[src/rtl/product_accum_pkg.sv]
// Shared constants for the product accumulator: FSM encoding, default widths
// and the saturation bounds of a signed accumulator.
package product_accum_pkg;
   localparam int ACC_W_DEF = 40;
   localparam int LEN_W_DEF = 8;
   localparam int SAT_W_MAX = 128;

   localparam logic [1:0] ST_IDLE  = 2'd0;
   localparam logic [1:0] ST_ACCUM = 2'd1;
   localparam logic [1:0] ST_HOLD  = 2'd2;

   // Bounds are built at the widest supported size; callers cast down to w bits.
   function automatic logic [SAT_W_MAX-1:0] sat_max(input int w);
      logic [SAT_W_MAX-1:0] v;
      v = '0;
      for (int i = 0; i < SAT_W_MAX; i++)
         if (i < w - 1) v[i] = 1'b1;
      return v;
   endfunction

   function automatic logic [SAT_W_MAX-1:0] sat_min(input int w);
      logic [SAT_W_MAX-1:0] v;
      v = '0;
      v[w-1] = 1'b1;
      return v;
   endfunction
endpackage

[src/rtl/sat_adder.sv]
// Signed saturating adder: sums at W+1 bits and clamps on overflow.
module sat_adder
   import product_accum_pkg::*;
#(
   parameter int W = ACC_W_DEF
) (
   input  logic [W-1:0] a,
   input  logic [W-1:0] b,
   output logic [W-1:0] sum,
   output logic         sat
);
   localparam logic [W-1:0] SAT_MAX = W'(sat_max(W));
   localparam logic [W-1:0] SAT_MIN = W'(sat_min(W));

   logic [W:0] wide;

   always_comb begin
      wide = {a[W-1], a} + {b[W-1], b};
      sum  = wide[W-1:0];
      sat  = 1'b0;
      // Top two bits disagree only when the true result left the W-bit range.
      if (wide[W:W-1] == 2'b01) begin
         sum = SAT_MAX;
         sat = 1'b1;
      end else if (wide[W:W-1] == 2'b10) begin
         sum = SAT_MIN;
         sat = 1'b1;
      end
   end
endmodule

[src/rtl/product_accumulator.sv]
// Accumulates a frame of signed 32-bit products into a saturating ACC_W-bit
// sum and holds it for a valid/ready handoff.
module product_accumulator
   import product_accum_pkg::*;
#(
   parameter int ACC_W = ACC_W_DEF,
   parameter int LEN_W = LEN_W_DEF
) (
   input  logic             gated_clk,
   input  logic             rst_n,
   input  logic             clear,
   input  logic [31:0]      prod,
   input  logic             prod_valid,
   output logic             prod_ready,
   input  logic [LEN_W-1:0] frame_len,
   output logic [ACC_W-1:0] acc_out,
   output logic             acc_valid,
   input  logic             acc_ready,
   output logic             overflow,
   output logic             busy
);
   logic [1:0]       state;
   logic [ACC_W-1:0] acc;
   logic [LEN_W:0]   cnt;
   logic [LEN_W:0]   len_q;
   logic             ovf_q;

   logic [ACC_W-1:0] prod_ext;
   logic [ACC_W-1:0] sum;
   logic             sat;
   logic [LEN_W:0]   len_ext;
   logic [LEN_W:0]   cnt_inc;

   assign prod_ext = {{(ACC_W-32){prod[31]}}, prod};
   // A zero length field encodes a full 2^LEN_W frame.
   assign len_ext  = (frame_len == '0) ? {1'b1, {LEN_W{1'b0}}} : {1'b0, frame_len};
   assign cnt_inc  = cnt + 1'b1;

   sat_adder #(.W(ACC_W)) u_add (
      .a   (acc),
      .b   (prod_ext),
      .sum (sum),
      .sat (sat)
   );

   always_ff @(posedge gated_clk or negedge rst_n) begin
      if (!rst_n) begin
         state <= ST_IDLE;
         acc   <= '0;
         cnt   <= '0;
         len_q <= '0;
         ovf_q <= 1'b0;
      end else if (clear) begin
         state <= ST_IDLE;
         acc   <= '0;
         cnt   <= '0;
         ovf_q <= 1'b0;
      end else begin
         case (state)
            ST_IDLE: if (prod_valid) begin
               len_q <= len_ext;
               acc   <= prod_ext;
               cnt   <= {{LEN_W{1'b0}}, 1'b1};
               ovf_q <= 1'b0;
               state <= (len_ext == {{LEN_W{1'b0}}, 1'b1}) ? ST_HOLD : ST_ACCUM;
            end
            ST_ACCUM: if (prod_valid) begin
               acc <= sum;
               cnt <= cnt_inc;
               if (sat) ovf_q <= 1'b1;
               if (cnt_inc == len_q) state <= ST_HOLD;
            end
            ST_HOLD: if (acc_ready) begin
               state <= ST_IDLE;
               ovf_q <= 1'b0;
            end
            default: state <= ST_IDLE;
         endcase
      end
   end

   assign prod_ready = (state != ST_HOLD);
   assign acc_valid  = (state == ST_HOLD);
   assign busy       = (state != ST_IDLE);
   assign acc_out    = acc;
   assign overflow   = ovf_q;
endmodule

[config.mk]
export PLATFORM = sky130hd
export DESIGN_NAME = product_accumulator
export DESIGN_NICKNAME = d
export VERILOG_FILES = /design/src/rtl/product_accum_pkg.sv /design/src/rtl/sat_adder.sv /design/src/rtl/product_accumulator.sv
export SDC_FILE = /design/constraint.sdc
export NUM_CORES = 1
export LEC_CHECK = 0
export ABC_AREA = 1
export CORE_MARGIN = 8
export CORE_UTILIZATION = 50
export CTS_CLUSTER_DIAMETER = 120
export DETAILED_ROUTE_END_ITERATION = 8
export PLACE_DENSITY_LB_ADDON = 0.15
export SLEW_MARGIN = 30
export SYNTH_ARGS = -nofsm -noshare
export SYNTH_HDL_FRONTEND = slang
export SYNTH_HIERARCHICAL = 1
export SYNTH_SLANG_ARGS = --single-unit
[constraint.sdc]
create_clock -name gated_clk -period 2.8 [get_ports gated_clk]
set_clock_uncertainty 0.1 [all_clocks]
set_input_delay 0.28 -clock gated_clk [delete_from_list [all_inputs] [get_ports gated_clk]]
set_output_delay 0.28 -clock gated_clk [all_outputs]
set_load 0.005 [all_outputs]
Word level (Yosys, flattened, before mapping)
Cells that the tools add are included.
W data, S select, Z words.
{ "word_totals": {"elab_cells": 55, "register_bits": 61, "in_bits": 45, "out_inout_bits": 44} }
{ "classes": {"muxes": 26, "n_eq_ne": 12, "reduce_logical": 9, "bitwise_logic": 1, "addsub": 2} }
{ "op_table": {"columns": ["op", "n"], "rows": [
  ["$mux W40", 5],
  ["$pmux W40 S2", 1],
  ["$add A40 B32 Y41", 1],
  ["$mux W9", 4],
  ["$pmux W9 S2", 1],
  ["$mux W2", 6],
  ["$ne A3 B3 Y1 const B", 4],
  ["$add A9 B1 Y9 const B", 1],
  ["$eq A9 B1 Y1 const B", 1],
  ["$eq A9 B9 Y1", 1],
  ["$logic_not A8 Y1", 1],
  ["$mux W1", 7],
  ["$pmux W2 S3", 1],
  ["$reduce_and A3 Y1", 2],
  ["$reduce_and A5 Y1", 1],
  ["$eq A2 B1 Y1 const B", 2],
  ["$eq A2 B2 Y1 const B", 2],
  ["$reduce_and A4 Y1", 1],
  ["$reduce_bool A4 Y1", 1],
  ["$ne A3 B2 Y1 const B", 1],
  ["$pmux W1 S3", 1],
  ["$reduce_bool A3 Y1", 1],
  ["$logic_not A2 Y1", 1],
  ["$ne A2 B2 Y1 const B", 1],
  ["2 further kinds", 2]
]} }

Longest topological paths before layout
{ "logic_depth": {"depth_word": 8, "ltp_mapped": 23, "depth_no_buf": 22} }

Cells and area by module
Netlist, hierarchy kept.
{ "by_module_without_submodules": {"columns": ["module", "area_each_um2", "instances", "seq_area_each_um2", "cells_each"], "rows": [
  ["sat_adder", 3383.2, 1, 0.0, 702],
  ["product_accumulator", 3044.2, 1, 1526.5, 388]
]} }

Worst setup path before layout
OpenSTA, ideal clock, no wires.
{ "synth_path": {"path_type": "reg2reg", "start": "register acc[0] (netlist: acc_out[0])", "end": "register acc[31] (netlist: acc_out[31])", "required_ns": 2.580, "synth_period_minus_slack_ns": 3.190, "path_buffers": 2, "path_stages_with_launch": 22, "setup_time_ns": 0.120, "t_arrival_ns": 2.970, "slack_ns": -0.390, "cell_sequence": "dfrtp_1 > ha_1 > inv_1 > fa_1 > inv_1 > nand2_1 > o21ai_2 > nand2_1 > nand2_2 > nand3_1 > nand3b_2 > nand2_2 > nand3_1 > nand2_1 > ha_1 > inv_1 > clkbuf_1 > clkbuf_1 > nand2_1 > nand2_1 > a21oi_1 > a31o_2"} }
{ "synth_via": {"elab_chain_len": 7, "word_cells_on_any_way": 8, "cone_classes": "add/sub (1); eq/ne (2); mux (5)"} }
{ "synth_rtl": {"columns": ["element", "line", "rtl"], "rows": [
  ["start: declaration", "product_accumulator.sv:23", "logic [ACC_W-1:0] acc;"],
  ["start signal: assignment", "product_accumulator.sv:62", "acc <= prod_ext;"],
  ["start signal: assignment", "product_accumulator.sv:68", "acc <= sum;"],
  ["$add A40 B32 Y41 (*)", "sat_adder.sv:18", "wide = {a[W-1], a} + {b[W-1], b};"],
  ["$eq A2 B2 Y1", "sat_adder.sv:25", "end else if (wide[W:W-1] == 2'b10) begin"],
  ["$mux W40", "sat_adder.sv:25", null],
  ["$mux W40 (*)", "sat_adder.sv:22", "if (wide[W:W-1] == 2'b01) begin"],
  ["net sum[31]", "product_accumulator.sv:29", "logic [ACC_W-1:0] sum;"],
  ["$mux W40 (*)", "product_accumulator.sv:67", "ST_ACCUM: if (prod_valid) begin"],
  ["$pmux W40 S2 (*)", "product_accumulator.sv:59", "case (state)"],
  ["$mux W40 (*)", "product_accumulator.sv:53", "end else if (clear) begin"]
]} }
The timed path passes the listed nets; every way through them passes the cells marked *. The select of a mux whose other input is x is not followed.
A chain may end at the register's enable or synchronous reset.

Worst setup path in the final report
{ "layout_path": {"start": "register acc[0] (netlist: acc_out[0])", "end": "register acc[34] (netlist: acc_out[34])"} }
Same word-level chain as after synthesis.

==> flow_summary.ini <==
[detailed_routing]
num_vias = 8736
wl_met1_um = 10200
viasPerCell = 5.57
wl_um = 25700
top_layer_used = met4
dr_wl_met3_um = 2360
drc_errors = 0
met2_length_um = 11900
post_drt_wl_per_cell_um = 16.4
ant_nets = 0
drt_iter0_drc = 887
drtPass1Iterations = 6

[power]
ir_worst_vdd_v = 0.000605
power_density_mw_per_mm2 = 820
p_total_mw = 8.35
power.leakage_nw = 5.30

[timing]
slew_headroom = 0.436
fin_crit_ps = 2940
setup_viol = 37
slew_violations = 0
setup_ws_ps = -137
hold_viol = 0
tightest_slew_ps = 847
rsz0062_at_grt = true
fmax_ghz = 0.340
finalCritPeriodShare = 1.05

[clocking]
h-tree-depth = 3
cts_tree = done
clk_pin_slew_ps = 60
hold_buffers = 0
clock_latency_ps = 350
clkSinkCount = 61
clockBufferDepth = 2
clock-root-buffer = clkbuf_16
numCtsBuffers = 9

[placement]
dpl.hpwl_um = 17300
place_ws_ps = -612
place_congestion = 0.980
postPlaceCellArea_sq_mm = 0.00903
io_buffers = 88

[floorplan]
row_count = 41
start_util = 0.511
die_h_um = 129
die_area_sq_mm = 0.0167
coreArea_sq_mm = 0.0126
ios = 89
die_w_um = 129

[grt]
grt_use_total = 0.306
overflow = 0
grt_pass1_wl_um = 40700
antenna_found_initial = 1
first_global_vias = 8728
grt_max_degree = 62

[cells_and_area]
layout_common_cells = nand2_1, buf_4, inv_1
final_util = 0.810
nNetsFinal = 1481
nFillCells = 881
layout_commonest_cell = nand2_1
fin_area_sq_mm = 0.0102
area_delta_synth_final_pct = 58.3
drive_above_1_share = 0.282

[worst_setup_path]
cp.required_ps = 2940
crit_fanout = 8
end_kind = flip-flop
crit_top_cell = nand2_2
crit_arrival_ps = 3070
r2r.worst_path.cells = 21
path_class = flip-flop to flip-flop
critical_path.cell_chain = ha_2, inv_2, fa_2, inv_2, nand2_2, o21ai_2, nand2_1, nand2_2, nand3_2, nand3b_4, nand2_4, nand2_4, nand2_2, nand2_2, ha_4, clkinv_8, nand3_2, nand2_1, nand2_1, a21oi_2, a31o_2
cp-start-kind = flip-flop
critPathSlowestCell = dfrtp_1
max_stage_delay_ps = 370

[yosys]
synth_seq_cells = 61
ys_types = 37
ys_warn_count = 6
syn_nets = 1180
syn_area_sq_mm = 0.00643
syn_avg_cell_area_sq_um = 5.90
yosysSeqAreaShare = 0.237
netlist_instances = 1090

[status]
violations = setup timing
status = finished, violations left

[flow_run]
drv_cap = 0

[min_path]
holdCritPathClass = input pin to asynchronous set/reset pin
## layout make-up
class | instances | area [sq um] | share of cell area
Inverter | 147 | 569 | 0.0559
Timing Repair Buffer | 315 | 2720 | 0.267
Clock buffer | 9 | 225 | 0.0221
Multi-Input combinational cell | 856 | 4830 | 0.475
Antenna cell | 1 | 2.50 | 0.000246
Clock inverter | 7 | 78.8 | 0.00775
Sequential cell | 61 | 1530 | 0.150
Timing Repair inverter | 1 | 8.76 | 0.000861
Tap cell | 172 | 215 | 0.0211
## Yosys cell counts
cell / n / area (sq um)
inv_1: 135 / 507
a31o_1: 1 / 8.76
nand3b_2: 1 / 11.3
a21boi_1: 1 / 7.51
xnor2_1: 5 / 43.8
inv_2: 10 / 37.5
nand2_4: 5 / 56.3
nor3_1: 9 / 45.0
a21oi_2: 1 / 8.76
nand3_1: 100 / 500
a31o_2: 8 / 70.1
o21bai_1: 3 / 22.5
and2_4: 1 / 8.76
nand2_1: 343 / 1290
buf_2: 3 / 15.0
nor2_2: 6 / 37.5
nand3b_1: 6 / 45.0
o21ai_0: 75 / 375
ha_1: 44 / 551
xor2_1: 1 / 8.76
nor2_4: 4 / 45.0
clkbuf_1: 21 / 78.8
o21ai_2: 1 / 8.76
nor4_1: 1 / 6.26
o22ai_1: 7 / 43.8
nor2_1: 121 / 454
or2_1: 1 / 6.26
dfrtp_1: 61 / 1530
a21oi_1: 56 / 280
clkinv_1: 2 / 7.51
a31oi_1: 2 / 12.5
nand4_1: 2 / 12.5
nand2_2: 14 / 87.6
o21ai_1: 35 / 175
a21o_1: 1 / 7.51
fa_1: 1 / 20.0
buf_1: 2 / 7.51
## registers in the layout (all words and copies together), names as in the netlist
name,cells
acc_out,40
cnt,9
len_q,9
state,2
overflow,1
## kinds of logic (layout without fill, tap and decap cells)
kind of cell               after synthesis  count (layout)  share of synthesized area
AOI/OAI and AO/OA                      191             191                      0.159
DFF                                     61              61                      0.237
xor gates and xnor gates                 6               6                    0.00818
other                                    0               1                          0
buffers and inverters                  173             479                      0.102
and+or+nand+nor                        614             614                      0.405
adders and majority gates               45              45                     0.0888
## where the power goes
group	total, mW	switching, mW	internal, mW	leakage, nW
logic	5.83	3.03	2.80	4.34
registers	1.31	0.211	1.10	0.807
clock network	1.20	0.499	0.703	0.151
## metal layers
metal,global-route usage,vias to the layer above
li1,-,4128
met1,0.352,4008
met2,0.514,479
met3,0.0781,121
met4,0.160,0
met5,0,-
## repair_timing
| action | in CTS | in global routing |
|---|---|---|
| setup endpoints to repair | 41 | 41 |
| pin swaps | 33 | 35 |
| gates cloned | 2 | 2 |
| buffers inserted | 16 | 5 |
| gates resized for setup | 105 | 38 |
## path summary, 6_finish.rpt
check | startpoint | to | slack [ps]
hold reg to reg | overflow | overflow | 400
min in group gated_clk | prod[2] | acc_out[2] | 400
max in group asynchronous | rst_n | acc_out[29] | 2030
hold / removal | rst_n | acc_out[9] | 20
setup / recovery | acc_out[0] | acc_out[34] | -140
setup reg to reg | acc_out[0] | acc_out[34] | -140
## critical path: cells and delay by family (launching register included)
kind | cells | cell delay [ps]
AO/OA/AOI/OAI | 3 | 440
flip-flops | 1 | 370
adder cells (fa/ha/maj) | 3 | 760
AND/OR/NAND/NOR | 12 | 920
buffers and inverters | 3 | 230
## through the flow
stage | instances | TNS [ps] | hold WS, ps
3_5_place_dp | 1527 | -22000 | 379
5_1_grt | 1569 | -9970 | 90.2
3_3_place_gp | 1527 | -18630 | 368
4_1_cts | 1561 | -0.925 | 36.5
2_1_floorplan | 1090 | -397 | -116
6_report | 1569 | -2730 | 17.3
Power figures use the tool's default switching activity.
